File: config.mk
export PLATFORM = sky130hd
export DESIGN_NAME = seven_seg_scan_ctrl
export DESIGN_NICKNAME = d
export VERILOG_FILES = /design/src/rtl/seven_seg_scan_ctrl.sv
export SDC_FILE = /design/constraint.sdc
export NUM_CORES = 1
export LEC_CHECK = 0
export ABC_AREA = 0
export BUFFER_PORTS_ARGS = -buffer_cell sky130_fd_sc_hd__buf_4
export CAP_MARGIN = 5
export CELL_PAD_IN_SITES_DETAIL_PLACEMENT = 2
export CELL_PAD_IN_SITES_GLOBAL_PLACEMENT = 2
export CORE_AREA = 2 2 127 104
export CTS_BUF_LIST = sky130_fd_sc_hd__clkbuf_4
export DETAILED_ROUTE_END_ITERATION = 6
export DIE_AREA = 0 0 129 106
export GPL_TIMING_DRIVEN = 0
export PLACE_DENSITY_LB_ADDON = 0.1
export SYNTH_ARGS = -nofsm -noshare
export SYNTH_HDL_FRONTEND = slang
export SYNTH_SLANG_ARGS = --single-unit
export TNS_END_PERCENT = 30
File: constraint.sdc
create_clock -name clk -period 5.4 [get_ports clk]
set_clock_uncertainty 0.15 [all_clocks]
set_input_delay 0.54 -clock clk [delete_from_list [all_inputs] [get_ports clk]]
set_output_delay 0.54 -clock clk [all_outputs]
set_load 0.02 [all_outputs]
File: src/rtl/seven_seg_scan_ctrl.sv
// Multiplexed 8-digit seven-segment scan controller.
// Holds an 8-entry BCD buffer, time-slices the anodes with a blanking gap at
// the start of every slot, and can rotate the displayed window once per frame.
//
// state | meaning
// ------+------------------------------------------------------------
// IDLE  | scan stopped (enable low), display dark, counters frozen
// BLANK | first BLANK_CYC cycles of a slot, all anodes off
// DRIVE | remainder of the slot, anode digit_idx on with its digit
//
// seg/an/frame_tick are flopped from the next-cycle values of state, slot,
// offset and buffer, so they change on the same edge as those registers and
// never show a stale anode next to a new digit_idx.
module seven_seg_scan_ctrl #(
    parameter int SCAN_DIV  = 12500,
    parameter int BLANK_CYC = 16
) (
    input  logic       clk,
    input  logic       rst,
    input  logic       enable,
    input  logic       scroll_en,
    input  logic       wr_en,
    input  logic [2:0] wr_addr,
    input  logic [3:0] wr_data,
    output logic       wr_ack,
    output logic [6:0] seg,
    output logic [7:0] an,
    output logic [2:0] digit_idx,
    output logic       frame_tick
);

    localparam int CW = $clog2(SCAN_DIV);
    localparam logic [CW-1:0] CNT_LAST   = CW'(SCAN_DIV - 1);
    localparam logic [CW-1:0] BLANK_LAST = CW'(BLANK_CYC - 1);

    typedef enum logic [1:0] {
        IDLE  = 2'd0,
        BLANK = 2'd1,
        DRIVE = 2'd2
    } state_t;

    state_t        state_q, state_d;
    logic [CW-1:0] cnt_q, cnt_d;
    logic [2:0]    idx_q, idx_d;
    logic [2:0]    off_q, off_d;
    logic [3:0]    buf_q [8];
    logic [3:0]    buf_d [8];
    logic [2:0]    sel_d;
    logic          wrap;
    logic          frame_d;
    logic [7:0]    an_d;
    logic [6:0]    seg_d;

    function automatic logic [6:0] seg_decode(input logic [3:0] code);
        logic [6:0] pat;
        case (code)
            4'd0:    pat = 7'h40;
            4'd1:    pat = 7'h79;
            4'd2:    pat = 7'h24;
            4'd3:    pat = 7'h30;
            4'd4:    pat = 7'h19;
            4'd5:    pat = 7'h12;
            4'd6:    pat = 7'h02;
            4'd7:    pat = 7'h58;
            4'd8:    pat = 7'h00;
            4'd9:    pat = 7'h10;
            default: pat = 7'h7F;
        endcase
        return pat;
    endfunction

    assign digit_idx = idx_q;

    // Next-state: prescaler, slot index, scroll offset and FSM transitions.
    always_comb begin
        state_d = state_q;
        cnt_d   = cnt_q;
        idx_d   = idx_q;
        off_d   = off_q;
        wrap    = 1'b0;
        frame_d = 1'b0;
        if (!enable) begin
            state_d = IDLE;
            cnt_d   = '0;
        end else begin
            case (state_q)
                IDLE: begin
                    // restart the slot from the top, prescaler already at 0
                    state_d = BLANK;
                end
                BLANK, DRIVE: begin
                    if (cnt_q == CNT_LAST) begin
                        cnt_d   = '0;
                        wrap    = 1'b1;
                        idx_d   = idx_q + 3'd1;
                        state_d = BLANK;
                    end else begin
                        cnt_d = cnt_q + 1'b1;
                        if (state_q == BLANK && cnt_q == BLANK_LAST) begin
                            state_d = DRIVE;
                        end
                    end
                end
                default: state_d = IDLE;
            endcase
        end
        frame_d = wrap && (idx_q == 3'd7);
        if (frame_d && scroll_en) begin
            off_d = off_q + 3'd1;
        end
    end

    // Buffer write path plus registered display image for the next cycle.
    always_comb begin
        buf_d = buf_q;
        if (wr_en) begin
            buf_d[wr_addr] = wr_data;
        end
        sel_d = idx_d + off_d;
        an_d  = 8'hFF;
        seg_d = 7'h7F;
        if (state_d == DRIVE) begin
            an_d  = ~(8'h01 << idx_d);
            seg_d = seg_decode(buf_d[sel_d]);
        end
    end

    // Control state, buffer and output registers.
    always_ff @(posedge clk or negedge rst) begin
        if (!rst) begin
            state_q    <= IDLE;
            cnt_q      <= '0;
            idx_q      <= '0;
            off_q      <= '0;
            buf_q      <= '{default: 4'hF};
            wr_ack     <= 1'b0;
            frame_tick <= 1'b0;
            an         <= 8'hFF;
            seg        <= 7'h7F;
        end else begin
            state_q    <= state_d;
            cnt_q      <= cnt_d;
            idx_q      <= idx_d;
            off_q      <= off_d;
            buf_q      <= buf_d;
            wr_ack     <= wr_en;
            frame_tick <= frame_d;
            an         <= an_d;
            seg        <= seg_d;
        end
    end

endmodule

* Yosys cells after proc, flatten, opt, wreduce, memory -nomap -nowiden
Memories as Yosys holds them, arrays and structs flattened. Cells that the tools add are included.
Operators by class: add/subtract/negate cells 4, $mul 0, div/mod/pow operators 0, order comparisons 3, equality and inequality tests 7, shift operators 1, muxes and demuxes 23, bitwise operators 3, reductions and logical operators 6
Operators with widths (count):
- $mux W14 | 3
- $bwmux W32 | 1
- $mux W32 | 1
- $add A14 B1 Y14 const B | 1
- $eq A14 B14 Y1 const B | 1
- $eq A14 B4 Y1 const B | 1
- $bmux W4 S3 | 1
- $demux W4 S3 | 1
- $mux W3 | 4
- $mux W4 | 3
- $ge A4 B4 Y1 const B | 2
- $mux W8 | 1
- $not A3 Y4 | 2
- $not A8 Y8 | 1
- $shl A1 B3 Y8 const A | 1
- $mux W7 | 1
- $add A3 B1 Y3 const B | 2
- $mux W2 | 3
- $eq A2 B2 Y1 const B | 2
- $logic_and A1 B1 Y1 | 4
- $lt A4 B1 Y1 const B | 1
- $pmux W2 S2 | 1
- $add A3 B3 Y3 | 1
- $eq A3 B3 Y1 const B | 1
- 5 further kinds | 7
Word-level totals: register bits after elaboration 71, bits in latches 0, RAM bits 0, memory bits (read-only) 112, bits of input ports 12, output and inout port bits 20, logic and storage cells 64, memories 1
Memories:
- (name not given) | words 16, bits a word 7, read ports 1, clocked after memory_dff 0, wr ports 0, RTL line 56 | case (code)

* Depth between registers and ports, before layout
Gate-level depths: netlist (run 1). An unclocked memory read counts as a cell.
depth in word-level cells 14, gate-level depth with buffers 20, depth with buffers taken out 20

* Worst setup path after synthesis (run 1)
OpenSTA, ideal clock, no wires.
path kind register to register, start point register cnt_q[8], end point register seg[4], setup time 77 ps, arrival 3881 ps, data required time 5173 ps, path slack 1292 ps, stages on the path, launching flop included 19, cell sequence dfrtp_1 > or4_4 > nor2_4 > nand3_4 > nor2_1 > nand2_1 > xnor2_1 > ha_1 > inv_1 > fa_1 > or2_2 > buf_1 > o22ai_1 > or2_2 > mux2_2 > ha_1 > mux2i_1 > mux2i_1 > a31oi_1
On the way: word-level cells in the longest chain between the ends 14, elaborated cells between the ends (all ways) 24, classes of those cells add/sub (1); eq/ne (3); mux (15); bitwise (1); reduce/logical (3); memory (1)
RTL lines:
- start, declared | RTL line 43 | logic [CW-1:0] cnt_q, cnt_d;
- start signal, assigned | RTL line 142 | cnt_q <= cnt_d;
- $eq A14 B14 Y1 | RTL line 92 | if (cnt_q == CNT_LAST) begin
- $mux W1 | RTL line 92
- $mux W1 | RTL line 86 | case (state_q)
- $mux W1 | RTL line 82 | if (!enable) begin
- $logic_and A1 B1 Y1 | RTL line 107 | frame_d = wrap && (idx_q == 3'd7);
- net frame_d | RTL line 50 | logic frame_d;
- $logic_and A1 B1 Y1 | RTL line 108 | if (frame_d && scroll_en) begin
- $mux W3 | RTL line 108
- net off_d[0] | RTL line 45 | logic [2:0] off_q, off_d;
- $add A3 B3 Y3 | RTL line 119 | sel_d = idx_d + off_d;
- $not A3 Y4 (implied by the code) | RTL line 124 | seg_d = seg_decode(buf_d[sel_d]);
- $bmux W4 S3 | RTL line 124
- $mux W4 (implied by the code) (2 in series) | RTL line 124
- $mem_v2 Z16 W7
- $mux W7 | RTL line 122 | if (state_d == DRIVE) begin
- net seg_d[4] | RTL line 52 | logic [6:0] seg_d;
- end signal, assigned | RTL line 149 | seg <= seg_d;
- end, declared | RTL line 26 | output logic [6:0] seg,
The timed path passes the listed nets, and every way through them passes these cells. The select of a mux whose other input is x is not followed. A chain may end at the register's enable or synchronous reset.

* Worst setup path after layout (run 1)
start point register cnt_q[8], end point register seg[3]
The elaborated chain is that of the path after synthesis.

==> results of run 1 <==
-- report_power, final --
| group | switching, mW | leakage, nW | total (mW) | internal, mW |
|---|---|---|---|---|
| combinational | 0.108 | 0.886 | 0.198 | 0.0901 |
| clock | 0.202 | 0.0758 | 0.347 | 0.145 |
| sequential | 0.0137 | 0.824 | 0.636 | 0.623 |
| total | 0.324 | 1.79 | 1.18 | 0.858 |
-- stage by stage --
| step | hold slack (ns) | cell area (um^2) |
|---|---|---|
| 2_1_floorplan | 0.0944 | 3660 |
| 3_3_place_gp | 0.337 | 4110 |
| 3_5_place_dp | 0.341 | 4110 |
| 4_1_cts | 0.0838 | 4250 |
| 5_1_grt | 0.0596 | 4250 |
| 6_report | 0.0494 | 4250 |
-- metal layers --
layer | up-vias | track usage [%]
li1 | 1198 | -
met1 | 1279 | 23.1
met2 | 32 | 19.8
met4 | 0 | 3.03
met5 | - | 0
met3 | 5 | 4.28
-- kinds of logic after synthesis --
logic type / synth area share [%]
AO/OA/AOI/OAI: 7.86
buffers and inverters: 1.85
flip-flops: 50.1
multiplexers: 16.1
XOR/XNOR: 2.39
AND/OR/NAND/NOR: 16.7
adder cells (fa/ha/maj): 4.99
-- cell usage after synthesis, drive strengths merged (2+ instances only) --
| library cell | number | area share [%] |
|---|---|---|
| nor4 | 2 | 0.34 |
| mux2i | 13 | 3.9 |
| nor2b | 6 | 1.0 |
| and3b | 2 | 0.48 |
| ha | 13 | 4.4 |
| and4 | 2 | 0.48 |
| and2 | 5 | 0.85 |
| nand2b | 2 | 0.34 |
| clkbuf | 3 | 0.31 |
| nand4 | 2 | 0.34 |
| or2 | 7 | 1.2 |
| nand4b | 4 | 0.96 |
| inv | 14 | 1.4 |
| a31o | 2 | 0.48 |
| nand2 | 20 | 2.1 |
| nor2 | 13 | 1.5 |
| mux2 | 39 | 12 |
| a31oi | 2 | 0.34 |
| dfstp | 47 | 34 |
| nand3 | 13 | 2.1 |
| nand3b | 3 | 0.62 |
| o21ai | 11 | 1.5 |
| a32o | 2 | 0.55 |
| and3 | 8 | 1.4 |
| and4bb | 3 | 1.0 |
| xnor2 | 6 | 1.4 |
| o22ai | 12 | 2.1 |
| a22oi | 4 | 0.82 |
| dfrtp | 24 | 16 |
| xor2 | 4 | 0.96 |
| a21oi | 10 | 1.4 |
| nor3 | 3 | 0.72 |
-- worst min path at each step --
stage	slack, ns	depth (start not counted)	end
2_1_floorplan	0.09	0	cnt_q[0]
3_3_place_gp	0.34	1	off_q[2]
3_5_place_dp	0.34	1	off_q[2]
4_1_cts	0.08	1	wr_ack
5_1_grt	0.06	1	wr_ack
6_report	0.05	1	cnt_q[11]
-- sequential cells by signal (all words and copies together) (netlist names) --
name / cells
an: 8
buf_q: 32
cnt_q: 14
digit_idx: 3
frame_tick: 1
off_q: 3
seg: 7
state_q: 2
wr_ack: 1
-- layout make-up --
cell class              count  area share, %
repair buffers             31           5.48
clock inverters             6           1.41
multi-input cells         220           41.4
flip-flops and latches     71           43.2
inverters                  14           1.24
plain buffers               4          0.353
well taps                 175           5.15
clock buffers              10           1.77
==> impl_table.tex, run 1 <==
\begin{tabular}{lr}
\hline
Metric & Value \\
\hline
\multicolumn{2}{l}{\textbf{Place}} \\
\quad Port-buffer cells & 31 \\
\quad Number of cells after detailed placement & 515 \\
\quad Post-placement worst setup slack & 0.550 ns \\
\quad HPWL after DPL & 6560 um \\
\quad Placer congestion estimate & 0.686 \\
\multicolumn{2}{l}{\textbf{CTS}} \\
\quad Sink count of the clock tree & 71 \\
\quad Hold buffer count at cts & 0 \\
\quad CTS root buf & sky130\_fd\_sc\_hd\_\_clkbuf\_4 \\
\quad Number of post-CTS setup repair buffers & 0 \\
\quad Clock buffer count from CTS & 9 \\
\quad Clock latency reported for the late side of the worst-skew pair & 0.44 ns \\
\quad CTS tree & built \\
\quad Clk slew on worst S/H paths & 0.13 ns \\
\quad CTS Buffer Depth & 2 \\
\quad H-tree Lvls & 3 \\
\quad Cts repair resizes & 0 \\
\multicolumn{2}{l}{\textbf{Pwr}} \\
\quad Total power draw & 1.18 mW \\
\quad Cell leakage power & 1.79 nW \\
\quad Total power divided by cell area & 278 nW/um\^{}2 \\
\quad Worst IR drop on VDD & 121 uV \\
\multicolumn{2}{l}{\textbf{Setup path}} \\
\quad Worst r2r dst & seg[3] \\
\quad Launch point of the critical path & cnt\_q[8] \\
\quad Worst setup path category & register to register \\
\quad Worst-path cell chain & or4\_4 -> nor2\_4 -> nand3\_4 -> nor2\_1 -> nand2\_1 -> xnor2\_1 -> ha\_1 -> inv\_1 -> fa\_1 -> inv\_1 -> nand2\_1 -> o22ai\_1 -> or2\_2 -> mux2\_2 -> ha\_1 -> inv\_1 -> a21oi\_1 -> a22oi\_1 \\
\quad Kind of cell adding the most delay to the critical path & simple AND/OR/NAND/NOR gates \\
\quad Worst endpoint required time & 5.59 ns \\
\quad Worst setup path endpoint & seg[3] \\
\quad Path length in cells of the critical path & 18 \\
\quad Crit path launch type & register \\
\quad Startpoint of the worst register-to-register path & cnt\_q[8] \\
\quad CP max stage delay & 0.60 ns \\
\quad Worst R2R Setup Slack & 0.50 ns \\
\quad Data arrival time of the worst path & 5.09 ns \\
\quad Cell with the largest stage delay on the worst path & sky130\_fd\_sc\_hd\_\_fa\_1 \\
\quad Depth of the most critical reg-to-reg path & 18 \\
\quad Most prevalent standard cell on the critical path & sky130\_fd\_sc\_hd\_\_inv\_1 \\
\quad Highest net fanout along the worst path & 6 \\
\quad Crit. End Element & register \\
\quad Buffer and inverter count on the worst path & 3 \\
\multicolumn{2}{l}{\textbf{Finish}} \\
\quad P\&R area growth vs syn & 16.0\% \\
\quad Total Nets Final & 377 \\
\quad Register area & 1840 um\^{}2 \\
\quad Final-layout fill cell count & 1354 \\
\quad Fraction of layout instances using a drive strength above 1 & 42.1\% \\
\quad Utilization after layout & 33.9\% \\
\quad Most used cells in the layout excluding fill and tap cells & sky130\_fd\_sc\_hd\_\_dfstp\_2, sky130\_fd\_sc\_hd\_\_mux2\_2, sky130\_fd\_sc\_hd\_\_buf\_4, sky130\_fd\_sc\_hd\_\_dfrtp\_1, sky130\_fd\_sc\_hd\_\_nand2\_1 \\
\quad Antenna cell count & 0 \\
\quad Most common cell after layout, fill and taps aside & sky130\_fd\_sc\_hd\_\_dfstp\_2 \\
\quad Footprint of the multi-input gates & 1760 um\^{}2 \\
\quad Count of placed standard cells in the final layout, fillers left out & 531 \\
\multicolumn{2}{l}{\textbf{Global route}} \\
\quad Maximum number of pins on one net before global-route repair & 72 \\
\quad Vias in the first global route & 2712 \\
\quad Overflow left after global routing & 0 \\
\quad Number of antenna violations at the first check in global routing & 0 \\
\quad First-pass GRT wire length & 15200 um \\
\quad GRT Total Usage & 14.7\% \\
\multicolumn{2}{l}{\textbf{Floorplanning}} \\
\quad Placement row count & 37 \\
\quad Vertical extent of the die & 106 um \\
\quad Core Box Area & 12500 um\^{}2 \\
\quad Overall die width & 129 um \\
\quad Total Die Area & 13700 um\^{}2 \\
\quad Number of placed I/O pins & 32 \\
\quad Starting utilization of the core area & 29.2\% \\
\multicolumn{2}{l}{\textbf{Logic synthesis}} \\
\quad Cell area after synthesis & 3660 um\^{}2 \\
\quad Most instantiated flip-flop cell in the synthesis netlist & sky130\_fd\_sc\_hd\_\_dfstp\_2 \\
\quad Distinct cell type count of the synthesized netlist & 49 \\
\quad Fraction of registers with async set or reset after synthesis & 100\% \\
\quad Warning count from the yosys run & 0 \\
\quad Post-synth net total & 335 \\
\quad Number of instances in the synthesized netlist & 309 \\
\quad Total of flip-flops plus latches after synthesis & 71 \\
\quad Number of flops mapped to enable cells by yosys & 0 \\
\quad Register area share after synthesis & 50.1\% \\
\quad Post-Syn Area per Cell & 11.8 um\^{}2 \\
\multicolumn{2}{l}{\textbf{Routing}} \\
\quad First-pass detailed-route iteration total & 4 \\
\quad Post-DR vias/cell & 4.73 \\
\quad Uppermost metal layer occupied by signal nets & met4 \\
\quad Met3 WL & 258 um \\
\quad Detail Route Antenna Nets & 0 \\
\quad Average wire per cell in the routed design & 17.2 um \\
\quad Number of violations reported at the end of detailed-routing iteration 0 & 58 \\
\quad Sum of routed wire segments on met1 & 5030 um \\
\quad Total detailed-routing wirelength & 9140 um \\
\quad Routed via count & 2514 \\
\quad Remaining design rule violation count & 0 \\
\quad Wire length on met2 & 3780 um \\
\multicolumn{2}{l}{\textbf{Timing}} \\
\quad Final worst path period share & 90.7\% \\
\quad Setup ws final & 0.501 ns \\
\quad Final-layout setup total negative slack & 0 ns \\
\quad Final count of hold timing violations & 0 \\
\quad Unrepaired setup endpoints after global routing & no \\
\quad Slew @ Worst Pin & 0.941 ns \\
\quad Slew Limit Headroom & 37.2\% \\
\quad Setup-failing EPs final & 0 \\
\quad Post-route minimum period & 4.90 ns \\
\quad Final Max Tran Viols & 0 \\
\quad Highest achievable clock rate & 204 MHz \\
\multicolumn{2}{l}{\textbf{Hold path}} \\
\quad Worst Hold Class & input port to asynchronous set/reset pin \\
\multicolumn{2}{l}{\textbf{Run}} \\
\quad Max cap viols & 0 \\
\multicolumn{2}{l}{\textbf{Status}} \\
\quad Result of the run & finished clean \\
\hline
\end{tabular}
Power figures use the tool's default switching activity.
==> run 2, diff against run 1 <==
- CORE_AREA: 2 2 127 104 -> 2 2 108 89
- DIE_AREA: 0 0 129 106 -> 0 0 110 91
- PLACE_DENSITY: not set -> 0.87
- PLACE_DENSITY_LB_ADDON: 0.1 -> not set
- TNS_END_PERCENT: 30 -> 10
==> run 2 against run 1 <==
Register-to-register slack about the same. Global-route usage increased by 7.0 points. Via count increased by 4.7%. Utilization increased by 14 points. Maximum frequency increased by 0.19%. Die area decreased by 27%. Design area decreased by 0.59%. Non-clock buffer count unchanged. Setup slack improved by 0.0095 ns. Clock power increased by 28%. First-iteration DRC count decreased by 24%. Combinational power increased by 6%. Highest routed layer unchanged.
==> impl_table.tex, run 2 (synthesized netlist as in run 1, its figures left out) <==
\begin{tabular}{lr}
\hline
Metric & Value \\
\hline
\multicolumn{2}{l}{\textbf{Status}} \\
\quad Result of the run & finished clean \\
\multicolumn{2}{l}{\textbf{Floorplanning}} \\
\quad Number of placed I/O pins & 32 (unchanged) \\
\quad Vertical extent of the die & 91 um (-14\%) \\
\quad Starting utilization of the core area & 41.2\% (+12 points) \\
\quad Placement row count & 31 (-16\%) \\
\quad Overall die width & 110 um (-15\%) \\
\quad Total Die Area & 10000 um\^{}2 (-27\%) \\
\quad Core Box Area & 8880 um\^{}2 (-29\%) \\
\multicolumn{2}{l}{\textbf{Place}} \\
\quad Port-buffer cells & 31 (unchanged) \\
\quad Placer congestion estimate & 0.797 (+16\%) \\
\quad HPWL after DPL & 7040 um (+7.3\%) \\
\quad Post-placement worst setup slack & 0.538 ns (-0.0129 ns) \\
\multicolumn{2}{l}{\textbf{Pwr}} \\
\quad Cell leakage power & 1.80 nW (+1.0\%) \\
\quad Total power divided by cell area & 306 nW/um\^{}2 (+10\%) \\
\quad Worst IR drop on VDD & 117 uV (-3.9\%) \\
\multicolumn{2}{l}{\textbf{Routing}} \\
\quad Total detailed-routing wirelength & 10100 um (+11\%) \\
\quad First-pass detailed-route iteration total & 4 (unchanged) \\
\quad Sum of routed wire segments on met1 & 4470 um (-11\%) \\
\quad Routed via count & 2632 (+4.7\%) \\
\quad Met3 WL & 410 um (+59\%) \\
\quad Detail Route Antenna Nets & 0 (unchanged) \\
\quad Average wire per cell in the routed design & 21.5 um (+25\%) \\
\quad Remaining design rule violation count & 0 (unchanged) \\
\quad Number of violations reported at the end of detailed-routing iteration 0 & 44 (-24\%) \\
\quad Wire length on met2 & 5130 um (+36\%) \\
\quad Uppermost metal layer occupied by signal nets & met4 \\
\quad Post-DR vias/cell & 5.59 (+18\%) \\
\multicolumn{2}{l}{\textbf{CTS}} \\
\quad CTS tree & built \\
\quad Cts repair resizes & 0 (unchanged) \\
\quad Clk slew on worst S/H paths & 0.14 ns (about the same) \\
\quad Sink count of the clock tree & 71 (unchanged) \\
\quad Number of post-CTS setup repair buffers & 0 (unchanged) \\
\quad CTS root buf & sky130\_fd\_sc\_hd\_\_clkbuf\_4 \\
\quad H-tree Lvls & 3 (unchanged) \\
\quad Hold buffer count at cts & 0 (unchanged) \\
\quad Clock latency reported for the late side of the worst-skew pair & 0.45 ns (about the same) \\
\quad CTS Buffer Depth & 2 (unchanged) \\
\quad Clock buffer count from CTS & 9 (unchanged) \\
\multicolumn{2}{l}{\textbf{Timing}} \\
\quad Unrepaired setup endpoints after global routing & no \\
\quad Final worst path period share & 90.5\% (-0.18 points) \\
\quad Highest achievable clock rate & 205 MHz (+0.19\%) \\
\quad Final Max Tran Viols & 0 (unchanged) \\
\quad Final-layout setup total negative slack & 0 ns (unchanged) \\
\quad Setup-failing EPs final & 0 (unchanged) \\
\quad Slew Limit Headroom & 39.6\% (+2.3 points) \\
\quad Post-route minimum period & 4.89 ns (-0.00953 ns) \\
\quad Setup ws final & 0.511 ns (+0.00953 ns) \\
\quad Final count of hold timing violations & 0 (unchanged) \\
\quad Slew @ Worst Pin & 0.906 ns (-0.0352 ns) \\
\multicolumn{2}{l}{\textbf{Finish}} \\
\quad Most used cells in the layout excluding fill and tap cells & sky130\_fd\_sc\_hd\_\_dfstp\_2, sky130\_fd\_sc\_hd\_\_mux2\_2, sky130\_fd\_sc\_hd\_\_buf\_4, sky130\_fd\_sc\_hd\_\_dfrtp\_1, sky130\_fd\_sc\_hd\_\_nand2\_1 \\
\quad Most common cell after layout, fill and taps aside & sky130\_fd\_sc\_hd\_\_dfstp\_2 \\
\quad Total Nets Final & 377 (unchanged) \\
\quad P\&R area growth vs syn & 15.3\% \\
\quad Largest registers ranked by flip-flop count & buf\_q (32), cnt\_q (14), an (8) \\
\quad Final-layout fill cell count & 923 (-32\%) \\
\quad Antenna cell count & 0 (unchanged) \\
\quad Fraction of layout instances using a drive strength above 1 & 42.4\% (+0.28 points) \\
\quad Register bank with the most flops & buf\_q \\
\quad Utilization after layout & 47.5\% (+14 points) \\
\quad Max reg flops & 32 (unchanged) \\
\multicolumn{2}{l}{\textbf{Setup path}} \\
\quad Worst endpoint required time & 5.62 ns (+0.03 ns) \\
\quad Crit. End Element & register \\
\quad Depth of the most critical reg-to-reg path & 18 (unchanged) \\
\quad Startpoint of the worst register-to-register path & cnt\_q[11] \\
\quad Data arrival time of the worst path & 5.11 ns (+0.02 ns) \\
\quad Buffer and inverter count on the worst path & 3 (unchanged) \\
\quad Worst-path cell chain & or4\_4 -> nor2\_4 -> nand3\_4 -> nor2\_1 -> nand2\_1 -> xnor2\_1 -> ha\_1 -> inv\_1 -> fa\_1 -> or2\_2 -> buf\_1 -> o22ai\_1 -> or2\_2 -> mux2\_2 -> ha\_1 -> inv\_1 -> a21oi\_1 -> a22oi\_1 \\
\quad Highest net fanout along the worst path & 6 (unchanged) \\
\quad Kind of cell adding the most delay to the critical path & simple AND/OR/NAND/NOR gates \\
\quad CP max stage delay & 0.61 ns (about the same) \\
\quad Worst r2r dst & seg[3] \\
\quad Worst setup path category & register to register \\
\quad Worst R2R Setup Slack & 0.51 ns (about the same) \\
\quad Crit path launch type & register \\
\quad Cell with the largest stage delay on the worst path & sky130\_fd\_sc\_hd\_\_fa\_1 \\
\multicolumn{2}{l}{\textbf{Global route}} \\
\quad GRT Total Usage & 21.8\% (+7.0 points) \\
\quad Maximum number of pins on one net before global-route repair & 72 (unchanged) \\
\quad Number of antenna violations at the first check in global routing & 0 (unchanged) \\
\quad Vias in the first global route & 3014 (+11\%) \\
\quad First-pass GRT wire length & 16400 um (+7.6\%) \\
\quad Overflow left after global routing & 0 (unchanged) \\
\multicolumn{2}{l}{\textbf{Hold path}} \\
\quad Worst Hold Class & input port to asynchronous set/reset pin \\
\multicolumn{2}{l}{\textbf{Run}} \\
\quad Max cap viols & 0 (unchanged) \\
\hline
\end{tabular}
==> run 2: cell types whose count changed in the layout (fill, tap and decap cells not counted) <==
| cell | previous run | this run |
|---|---|---|
| sky130_fd_sc_hd__clkinv_2 | 1 | 0 |
| sky130_fd_sc_hd__clkinvlp_4 | 0 | 1 |
| sky130_fd_sc_hd__clkinv_1 | 2 | 1 |
| sky130_fd_sc_hd__inv_6 | 1 | 0 |
| sky130_fd_sc_hd__bufinv_16 | 1 | 3 |
==> run 2: worst max-delay path by stage <==
stage	startpoint	endpoint	slack, ns	cells past startpoint
after floorplan	cnt_q[8]	seg[4]	1.29	18
after global placement	cnt_q[10]	seg[4]	0.75	18
after detailed placement	cnt_q[10]	seg[3]	0.54	18
after CTS	cnt_q[10]	seg[3]	0.50	18
after global routing	cnt_q[10]	seg[3]	0.16	18
final	cnt_q[11]	seg[3]	0.51	18
==> run 2: cell type report <==
cell class	instances	area, um^2	share of cell area (%)
inverter	14	52.6	1.24
multi-input combinational	220	1760	41.6
tap	115	144	3.41
buffer	4	15.0	0.356
clock inverter	6	110	2.61
sequential	71	1840	43.5
clock buffer	10	75.1	1.78
timing repair buffer	31	233	5.51
==> run 2: stage by stage <==
| step | power, mW | cell area [um^2] | hold slack [ns] | instances |
|---|---|---|---|---|
| after floorplan | 0.779 | 3660 | 0.0944 | 309 |
| after global placement | 0.831 | 4040 | 0.343 | 455 |
| after detailed placement | 0.856 | 4040 | 0.351 | 455 |
| after CTS | 1.30 | 4220 | 0.106 | 471 |
| after global routing | 1.35 | 4220 | 0.101 | 471 |
| final | 1.29 | 4220 | 0.0754 | 471 |
==> run 2: power by group <==
part           total, mW  internal, mW  switching [mW]
Sequential         0.639         0.623          0.0163
Combinational      0.210        0.0913           0.119
Clock              0.444         0.239           0.206
==> run 2: layer usage <==
| layer | vias to the layer above | GRT usage (%) |
|---|---|---|
| met2 | 51 | 37.0 |
| met3 | 11 | 6.32 |
| met4 | 0 | 4.32 |
| li1 | 1193 | - |
| met5 | - | 0 |
| met1 | 1377 | 27.5 |
==> run 2: worst reg2reg max path, cell delays in order (launching register included) <==
cell and delay, ns:
sky130_fd_sc_hd__dfrtp_1 0.47, sky130_fd_sc_hd__or4_4 0.52, sky130_fd_sc_hd__nor2_4 0.18, sky130_fd_sc_hd__nand3_4 0.16, sky130_fd_sc_hd__nor2_1 0.25, sky130_fd_sc_hd__nand2_1 0.16, sky130_fd_sc_hd__xnor2_1 0.22, sky130_fd_sc_hd__ha_1 0.18
sky130_fd_sc_hd__inv_1 0.05, sky130_fd_sc_hd__fa_1 0.61, sky130_fd_sc_hd__or2_2 0.15, sky130_fd_sc_hd__buf_1 0.26, sky130_fd_sc_hd__o22ai_1 0.13, sky130_fd_sc_hd__or2_2 0.30, sky130_fd_sc_hd__mux2_2 0.32, sky130_fd_sc_hd__ha_1 0.31
sky130_fd_sc_hd__inv_1 0.09, sky130_fd_sc_hd__a21oi_1 0.09, sky130_fd_sc_hd__a22oi_1 0.22
